## config.mk

```make
export PLATFORM = sky130hd
export DESIGN_NAME = pz_word_capture_flat
export DESIGN_NICKNAME = d
export VERILOG_FILES = /design/src/rtl/pz_word_capture_if.sv /design/src/rtl/pz_word_capture.sv /design/src/flat_wrapper.sv
export SDC_FILE = /design/constraint.sdc
export NUM_CORES = 1
export LEC_CHECK = 0
export CORE_ASPECT_RATIO = 0.8
export CORE_MARGIN = 2
export CORE_UTILIZATION = 44
export DETAILED_ROUTE_END_ITERATION = 10
export GPL_TIMING_DRIVEN = 0
export HOLD_SLACK_MARGIN = 0.15
export PLACE_DENSITY = 0.66
export SYNTH_ARGS = -nofsm -noshare
export SYNTH_HDL_FRONTEND = slang
export SYNTH_SLANG_ARGS = --single-unit
```

## constraint.sdc

```tcl
create_clock -name clock -period 2.7 [get_ports clock]
set_clock_uncertainty 0.1 [all_clocks]
set_input_delay 0.405 -clock clock [delete_from_list [all_inputs] [get_ports clock]]
set_output_delay 0.405 -clock clock [all_outputs]
set_load 0.03 [all_outputs]
```

## src/rtl/pz_word_capture_if.sv

```systemverilog
// Bus bundle for pz_word_capture: sample inputs, output handshake, status.
// Optional member out_parity exists only when PZ_WORD_PARITY_EN is defined.
`timescale 1ns/1ps
interface pz_word_capture_if #(
  parameter int WORD_W = 16
);
  logic                        pp_0;
  logic                        pz;
  logic                        out_ready;
  logic                        out_valid;
  logic [WORD_W-1:0]           out_word;
  logic                        overflow;
  logic [$clog2(WORD_W)-1:0]   bit_cnt;
`ifdef PZ_WORD_PARITY_EN
  logic                        out_parity;

  modport master (output pp_0, pz, out_ready,
                  input  out_valid, out_word, overflow, bit_cnt, out_parity);
  modport slave  (input  pp_0, pz, out_ready,
                  output out_valid, out_word, overflow, bit_cnt, out_parity);
`else
  modport master (output pp_0, pz, out_ready,
                  input  out_valid, out_word, overflow, bit_cnt);
  modport slave  (input  pp_0, pz, out_ready,
                  output out_valid, out_word, overflow, bit_cnt);
`endif
endinterface

```

## src/rtl/pz_word_capture.sv

```systemverilog
// pz_word_capture: shifts qualified pz samples into WORD_W-bit words
// (first sample lands at MSB) and queues them in a DEPTH-entry buffer
// with a sticky overflow flag for words dropped while full.
// Optional feature macro: PZ_WORD_PARITY_EN adds per-entry parity and out_parity.
`timescale 1ns/1ps
module pz_word_capture #(
  parameter int WORD_W = 16,
  parameter int DEPTH  = 2
) (
  input  logic               clock,
  input  logic               reset,
  pz_word_capture_if.slave   bus
);
  localparam int CNT_W = $clog2(WORD_W);
  localparam int PTR_W = $clog2(DEPTH);
  localparam int OCC_W = PTR_W + 1;

  logic [WORD_W-1:0] r_asm;
  logic [CNT_W-1:0]  r_cnt;
  logic [WORD_W-1:0] r_mem [DEPTH];
  logic [PTR_W-1:0]  r_wr_ptr;
  logic [PTR_W-1:0]  r_rd_ptr;
  logic [OCC_W-1:0]  r_occ;
  logic              r_ovf;

  logic              w_push;
  logic              w_pop;
  logic              w_wr;
  logic              w_drop;
  logic              w_full;
  logic              w_empty;
  logic [WORD_W-1:0] w_word;

  // Word completes on the enabled sample that fills the last bit position.
  assign w_push  = bus.pp_0 && (r_cnt == CNT_W'(WORD_W - 1));
  assign w_word  = {r_asm[WORD_W-2:0], bus.pz};
  assign w_full  = (r_occ == OCC_W'(DEPTH));
  assign w_empty = (r_occ == '0);
  assign w_pop   = bus.out_ready && !w_empty;
  // When full, a same-edge pop frees the slot the push writes into
  // (wr_ptr == rd_ptr then, and the read uses the pre-edge value).
  assign w_wr    = w_push && (!w_full || w_pop);
  assign w_drop  = w_push && w_full && !w_pop;

  // Serial assembly and sample counter; hold when pp_0 is low.
  always_ff @(posedge clock or posedge reset) begin
    if (reset) begin
      r_asm <= '0;
      r_cnt <= '0;
    end else if (bus.pp_0) begin
      r_asm <= w_word;
      r_cnt <= w_push ? '0 : r_cnt + CNT_W'(1);
    end
  end

  // Buffer pointers, occupancy and sticky overflow.
  always_ff @(posedge clock or posedge reset) begin
    if (reset) begin
      r_wr_ptr <= '0;
      r_rd_ptr <= '0;
      r_occ    <= '0;
      r_ovf    <= 1'b0;
    end else begin
      if (w_wr)  r_wr_ptr <= r_wr_ptr + PTR_W'(1);
      if (w_pop) r_rd_ptr <= r_rd_ptr + PTR_W'(1);
      case ({w_wr, w_pop})
        2'b10:   r_occ <= r_occ + OCC_W'(1);
        2'b01:   r_occ <= r_occ - OCC_W'(1);
        default: r_occ <= r_occ;
      endcase
      if (w_drop) r_ovf <= 1'b1;
    end
  end

  // Storage array; contents are only observable through occupancy, so no reset.
  always_ff @(posedge clock) begin
    if (w_wr) r_mem[r_wr_ptr] <= w_word;
  end

  assign bus.out_valid = !w_empty;
  assign bus.out_word  = w_empty ? '0 : r_mem[r_rd_ptr];
  assign bus.overflow  = r_ovf;
  assign bus.bit_cnt   = r_cnt;

`ifdef PZ_WORD_PARITY_EN
  logic r_par [DEPTH];

  // Parity is computed once at push and stored alongside the word.
  always_ff @(posedge clock) begin
    if (w_wr) r_par[r_wr_ptr] <= ^w_word;
  end

  assign bus.out_parity = w_empty ? 1'b0 : r_par[r_rd_ptr];
`endif

endmodule

```

## src/flat_wrapper.sv

```systemverilog
// flat-port wrapper written by rule: the top's interface ports become plain ports
module pz_word_capture_flat 
#(
  parameter int WORD_W = 16,
  parameter int DEPTH  = 2
)
  (clock, reset, bus_pp_0, bus_pz, bus_out_ready, bus_out_valid, bus_out_word, bus_overflow, bus_bit_cnt);
  pz_word_capture_if #(.WORD_W(WORD_W)) bus_i ();
  input  logic clock;
  input  logic reset;
  input wire logic [$bits(bus_i.pp_0)-1:0] bus_pp_0;
  input wire logic [$bits(bus_i.pz)-1:0] bus_pz;
  input wire logic [$bits(bus_i.out_ready)-1:0] bus_out_ready;
  output wire logic [$bits(bus_i.out_valid)-1:0] bus_out_valid;
  output wire logic [$bits(bus_i.out_word)-1:0] bus_out_word;
  output wire logic [$bits(bus_i.overflow)-1:0] bus_overflow;
  output wire logic [$bits(bus_i.bit_cnt)-1:0] bus_bit_cnt;
  assign bus_i.pp_0 = bus_pp_0;
  assign bus_i.pz = bus_pz;
  assign bus_i.out_ready = bus_out_ready;
  assign bus_out_valid = bus_i.out_valid;
  assign bus_out_word = bus_i.out_word;
  assign bus_overflow = bus_i.overflow;
  assign bus_bit_cnt = bus_i.bit_cnt;
  pz_word_capture #(.WORD_W(WORD_W), .DEPTH(DEPTH)) u_core (.clock(clock), .reset(reset), .bus(bus_i));
endmodule
```

[Word level (Yosys, flattened, before mapping)]
Memory sizes are Yosys's and may differ from the RTL's.
Index checks and enable logic that the tools add are counted.
Word-level totals
  output and inout bits: 22
  input bits: 5
  memories kept: 1
  register bits after elaboration: 24
  RAM bits: 32
Memories
  u_core.r_mem: depth 2, bits a word 16, rd ports 1, clocked after memory_dff 0, write ports 1, line pz_word_capture.sv:20  | logic [WORD_W-1:0] r_mem [DEPTH];
Cells by class
  eq/ne operators: 4
  add/subtract/negate cells: 5
  reduce and logical (&&, ||, !) cells: 11
  muxes and demuxes: 5
Operators with widths (number)
  $mux 16: 1
  $logic_and 1x1->1: 5
  $add 4x1->4 const B: 1
  $eq 2x2->1 const B: 2
  $eq 4x4->1 const B: 1
  $mux 4: 1
  $pmux 2 s2: 1
  $logic_not 1->1: 3
  $add 1x1->1 const B: 2
  $add 2x1->2 const B: 1
  $eq 2x1->1 const B: 1
  $logic_not 2->1: 1
  $mux 1: 2
  $reduce_bool 2->1: 1
  $sub 2x1->2 const B: 1
  $logic_or 1x1->1: 1

[Logic depth before layout (Yosys ltp)]
Gate-level depths: netlist of run 1.
  depth after elaboration: 7
  mapped depth: 7
  depth with buffers taken out: 7

[Least setup slack after synthesis of run 1]
OpenSTA, ideal clock, no wires.
  kind: flip-flop to flip-flop
  start: register u_core.r_cnt[0], in the netlist u_core.bus.bit_cnt[0]
  end: memory u_core.r_mem[1][0] (enable)
  path buffers: 0
  arrival time: 1831 ps
  cell stages (with the launch flop): 5
  path slack: 380 ps
  path through: dfrtp_1 ha_1 and4_4 nand2b_2 nor2_1
Between the ends
  cells in the longest elaborated chain, start to end: 5
RTL lines
  start: declaration: line pz_word_capture.sv:19  | logic [CNT_W-1:0] r_cnt;
  start signal: assignment: line pz_word_capture.sv:52  | r_cnt <= w_push ? '0 : r_cnt + CNT_W'(1);
  $eq 4x4->1: line pz_word_capture.sv:35  | assign w_push = bus.pp_0 && (r_cnt == CNT_W'(WORD_W - 1));
  $logic_and 1x1->1: line pz_word_capture.sv:35
  $logic_and 1x1->1: line pz_word_capture.sv:42  | assign w_wr = w_push && (!w_full || w_pop);
  $mux 1: line pz_word_capture.sv:77  | if (w_wr) r_mem[r_wr_ptr] <= w_word;
  $mux 1 (implied by the code): line pz_word_capture.sv:77
  end: declaration: line pz_word_capture.sv:20
No other way between the ends.

[Worst setup path after layout of run 1]
  start: register u_core.r_occ[0]
  end: output bus_out_word[6]
Between the ends
  cells in the longest elaborated chain, start to end: 2
RTL lines
  start: declaration: line pz_word_capture.sv:23  | logic [OCC_W-1:0] r_occ;
  start signal: assignment: line pz_word_capture.sv:67  | 2'b10: r_occ <= r_occ + OCC_W'(1);
  start signal: assignment: line pz_word_capture.sv:68  | 2'b01: r_occ <= r_occ - OCC_W'(1);
  start signal: assignment: line pz_word_capture.sv:69  | default: r_occ <= r_occ;
  $logic_not 2->1: line pz_word_capture.sv:38  | assign w_empty = (r_occ == '0);
  $mux 16: line pz_word_capture.sv:81  | assign bus.out_word = w_empty ? '0 : r_mem[r_rd_ptr];
  end: declaration: line flat_wrapper.sv:15  | output wire logic [$bits(bus_i.out_word)-1:0] bus_out_word;
No other way between the ends.

==> results of run 1 <==
[cell families (layout without fill, tap and decap cells)]
| logic type | after synthesis | in the layout | synth area share, % |
|---|---|---|---|
| and+or+nand+nor | 28 | 28 | 5.99 |
| xor gates and xnor gates | 6 | 6 | 2.40 |
| buffers and inverters | 8 | 42 | 2.17 |
| muxes | 33 | 33 | 16.0 |
| adders and majority gates | 2 | 2 | 1.14 |
| DFF | 56 | 56 | 71.2 |
| AOI/OAI and AO/OA | 4 | 4 | 1.03 |
[cell type report]
class	instances	area, um2	area share, %
multi-input combinational	73	588	22.5
clock buffer	5	68.8	2.63
inverter	3	11.3	0.431
buffer	5	36.3	1.39
timing repair buffer	26	260	9.95
sequential	56	1560	59.7
tap	60	75.1	2.87
clock inverter	3	13.8	0.526
[placed cells by master (no fill, tap or decap)]
master / n
inv_1: 3
dfrtp_1: 24
nor2b_2: 1
buf_2: 2
a21o_1: 1
a21oi_1: 1
and4_4: 1
xor2_1: 2
clkdlybuf4s50_1: 26
nand4_1: 1
xnor2_1: 4
buf_6: 1
ha_1: 2
edfxtp_1: 32
clkbuf_8: 5
nor2_2: 3
nor3b_1: 1
nand2_1: 2
nand2b_2: 1
o21ai_0: 2
mux2i_1: 16
clkinv_1: 1
mux2_2: 17
buf_4: 2
nor2_1: 18
clkinv_2: 2
[worst max path at each step]
stage	cells past startpoint	startpoint	end	slack [ns]
floorplan	4	u_core.bus.bit_cnt[0]	u_core.r_mem[1][0]	0.38
global route	4	u_core.r_occ[0]	bus_out_word[8]	0.04
global placement	4	bus_pp_0	u_core.r_mem[0][11]	-0.09
finish	4	u_core.r_occ[0]	bus_out_word[6]	0.17
detailed placement	4	bus_pp_0	u_core.r_mem[1][1]	-0.12
CTS	4	u_core.bus.bit_cnt[0]	u_core.r_mem[1][12]	0.07
[cell usage after synthesis]
library cell   n  area (um2)
a21oi_1        1        5.00
buf_2          2        10.0
nor2_2         1        6.26
nand2b_2       1        8.76
nand2_1        2        7.51
a21o_1         1        7.51
buf_4          2        15.0
nor2_1        20        75.1
buf_6          1        11.3
o21ai_0        2        10.0
dfrtp_1       24         601
inv_1          3        11.3
nor3b_1        1        7.51
edfxtp_1      32         961
and4_4         1        11.3
ha_1           2        25.0
nor2b_2        1        8.76
mux2i_1       16         160
mux2_2        17         191
xor2_1         2        17.5
xnor2_1        4        35.0
nand4_1        1        6.26
[state kept, by name, indices dropped and copies added (netlist names)]
register / flops
u_core.r_asm: 15
u_core.r_occ: 2
u_core.r_wr_ptr: 1
u_core.bus.bit_cnt: 4
u_core.r_mem: 32
u_core.bus.overflow: 1
u_core.r_rd_ptr: 1
[metrics by stage]
stage	hold WS [ns]	instance area [um2]	setup TNS, ns	instances	power (W)
3_5_place_dp	0.347	2530	-3.62	223	0.00247
3_3_place_gp	0.341	2530	-2.98	223	0.00243
6_report	0.367	2620	0	231	0.00286
5_1_grt	0.387	2620	0	231	0.00303
2_1_floorplan	0.320	2190	0	137	0.00204
4_1_cts	0.377	2610	0	231	0.00289
[power by group through the flow]
stage | clock [W] | sequential (W) | combinational (W)
after CTS | 0.000429 | 0.00127 | 0.00119
after floorplan | 0 | 0.00131 | 0.000728
after global routing | 0.000472 | 0.00130 | 0.00126
after detailed placement | 0 | 0.00129 | 0.00119
after global placement | 0 | 0.00127 | 0.00116
final | 0.000417 | 0.00127 | 0.00117
[critical path: cells and delay by family (launching register included)]
family,cells,cell delay [ns]
flops,1,0.44
buf+inv,2,0.85
simple gates,2,0.43
[routing by layer]
metal	GRT usage [%]	vias up	wire length, um
li1	-	559	-
met1	14.7	571	1500
met2	23.0	23	1630
met5	0	-	0
met4	3.69	0	23
met3	4.77	4	137
==> out/qor.csv, run 1 <==
stage;metric;value;unit
status;outcome;complete, no violations;
setup_path;worst reg2reg path endpoint;u_core.r_mem[1][11];
global_routing;grt ovf;0;
clocking;clock root cell;clkbuf_8;
power;Logic pwr share;40.9;%
worst_hold_path;worst hold-check path type;register to register;
floorplan;starting density of the core;46.8;%
detailed_routing;Iter 0 DRT Violations;41;
worst_hold_path;Worst Hold Launch;u_core.bus.overflow;
power;Leak;1.03;nW
clocking;Num CTS Buffers;5;
finish;Antenna Cells;0;
global_routing;pin count of the biggest net entering global routing;25;
sta;Max Slew Vio Count;0;
power;VDD IR max;0.000520;V
synthesis;syn_nets;144;
power;total net switching power;0.00103;W
sta;final worst slack;0.170;ns
clocking;Max H-tree Level;2;
job;MaxCap Viol Count;0;
detailed_routing;wire length per cell;14.3;um
global_routing;first-pass GRT wire length;5330;um
global_routing;initial antenna violation count;0;
setup_path;worst path required time;2.19;ns
power;pwr dens;1100;nW/um2
clocking;CTS tree;yes;
placement;hpwl dp;2250;um
worst_hold_path;hold depth;1;
global_routing;GRT Total Usage;12.8;%
placement;gpl congestion;0.697;
sta;worst slew pin tran;0.891;ns
setup_path;critical path peak fanout;10;
sta;setup violators final;0;
sta;RSZ-0062 raised after global routing;false;
clocking;maximum buffer depth of the clock tree;2;
setup_path;Critical Path End Type;output pin;
setup_path;Crit-path slowest cell;clkdlybuf4s50_1;
finish;share of post-route cells with drive strength above 1;20.5;%
power;Int Pwr;0.00183;W
floorplan;Core Area;4680;um2
floorplan;Die Width;82.9;um
power;Sw Share;36.0;%
placement;buffers added on ports;26;
finish;Filler cells;403;
clocking;Clk Latency, worst-skew pair;0.30;ns
clocking;hold_buf cts;0;
setup_path;worst r2r path cells;4;
sta;minimum clock period;2.53;ns
finish;P&R area growth vs syn;19.3;%
detailed_routing;drt total wl;3290;um
setup_path;R2R Path Start;u_core.bus.bit_cnt[0];
sta;Final Hold Fails;0;
floorplan;Die H;67.1;um
synthesis;Syn Inst Count;137;
synthesis;Seq cells post-synth;56;
global_routing;vias in the first global route;1139;
synthesis;Ys Warns;0;
setup_path;Worst setup SP type;register;
detailed_routing;via/cell ratio;5.01;
synthesis;Yosys cell types;22;
setup_path;WP data arrival;2.02;ns
clocking;setup bufs post-CTS;0;
worst_hold_path;Worst Hold Path EP;u_core.bus.overflow;
placement;setup slack after placement;-0.120;ns
floorplan;total die area;5570;um2
floorplan;standard-cell rows;22;
detailed_routing;post-route DRC violation count;0;
detailed_routing;Post-DRT Antenna Nets;0;
power;register share of total power;44.5;%
sta;slew margin rel.;40.5;%
clocking;Worst-path clk slew;0.09;ns
clocking;# resized after CTS;0;
synthesis;Syn Area/Cell;16.0;um2
detailed_routing;DRT Pass-1 Iters;4;
finish;Layout Utilization;55.9;%
sta;fmax;395;MHz
floorplan;I/O pin count;27;
clocking;clock sinks;56;
detailed_routing;total number of vias;1157;
power;clock group share of total power;14.6;%
finish;nets;177;
setup_path;setup slack, reg-to-reg;0.49;ns
setup_path;CP Cell Sequence;nor2_2, buf_4, nor2_1, clkdlybuf4s50_1;
synthesis;sequential fraction of the synthesis area;71.2;%
sta;crit share post-route;93.7;%
setup_path;CP peak stage delay;0.59;ns
setup_path;critical path class;register to output pin;
synthesis;Synth Cell Area;2190;um2
Power figures use the tool's default switching activity.
==> run 2: changes to the inputs <==
Settings changed: CTS_CLUSTER_DIAMETER from default to 80.
==> results of run 2 <==
Final layout, timing and power as in run 1 (identical DEF).
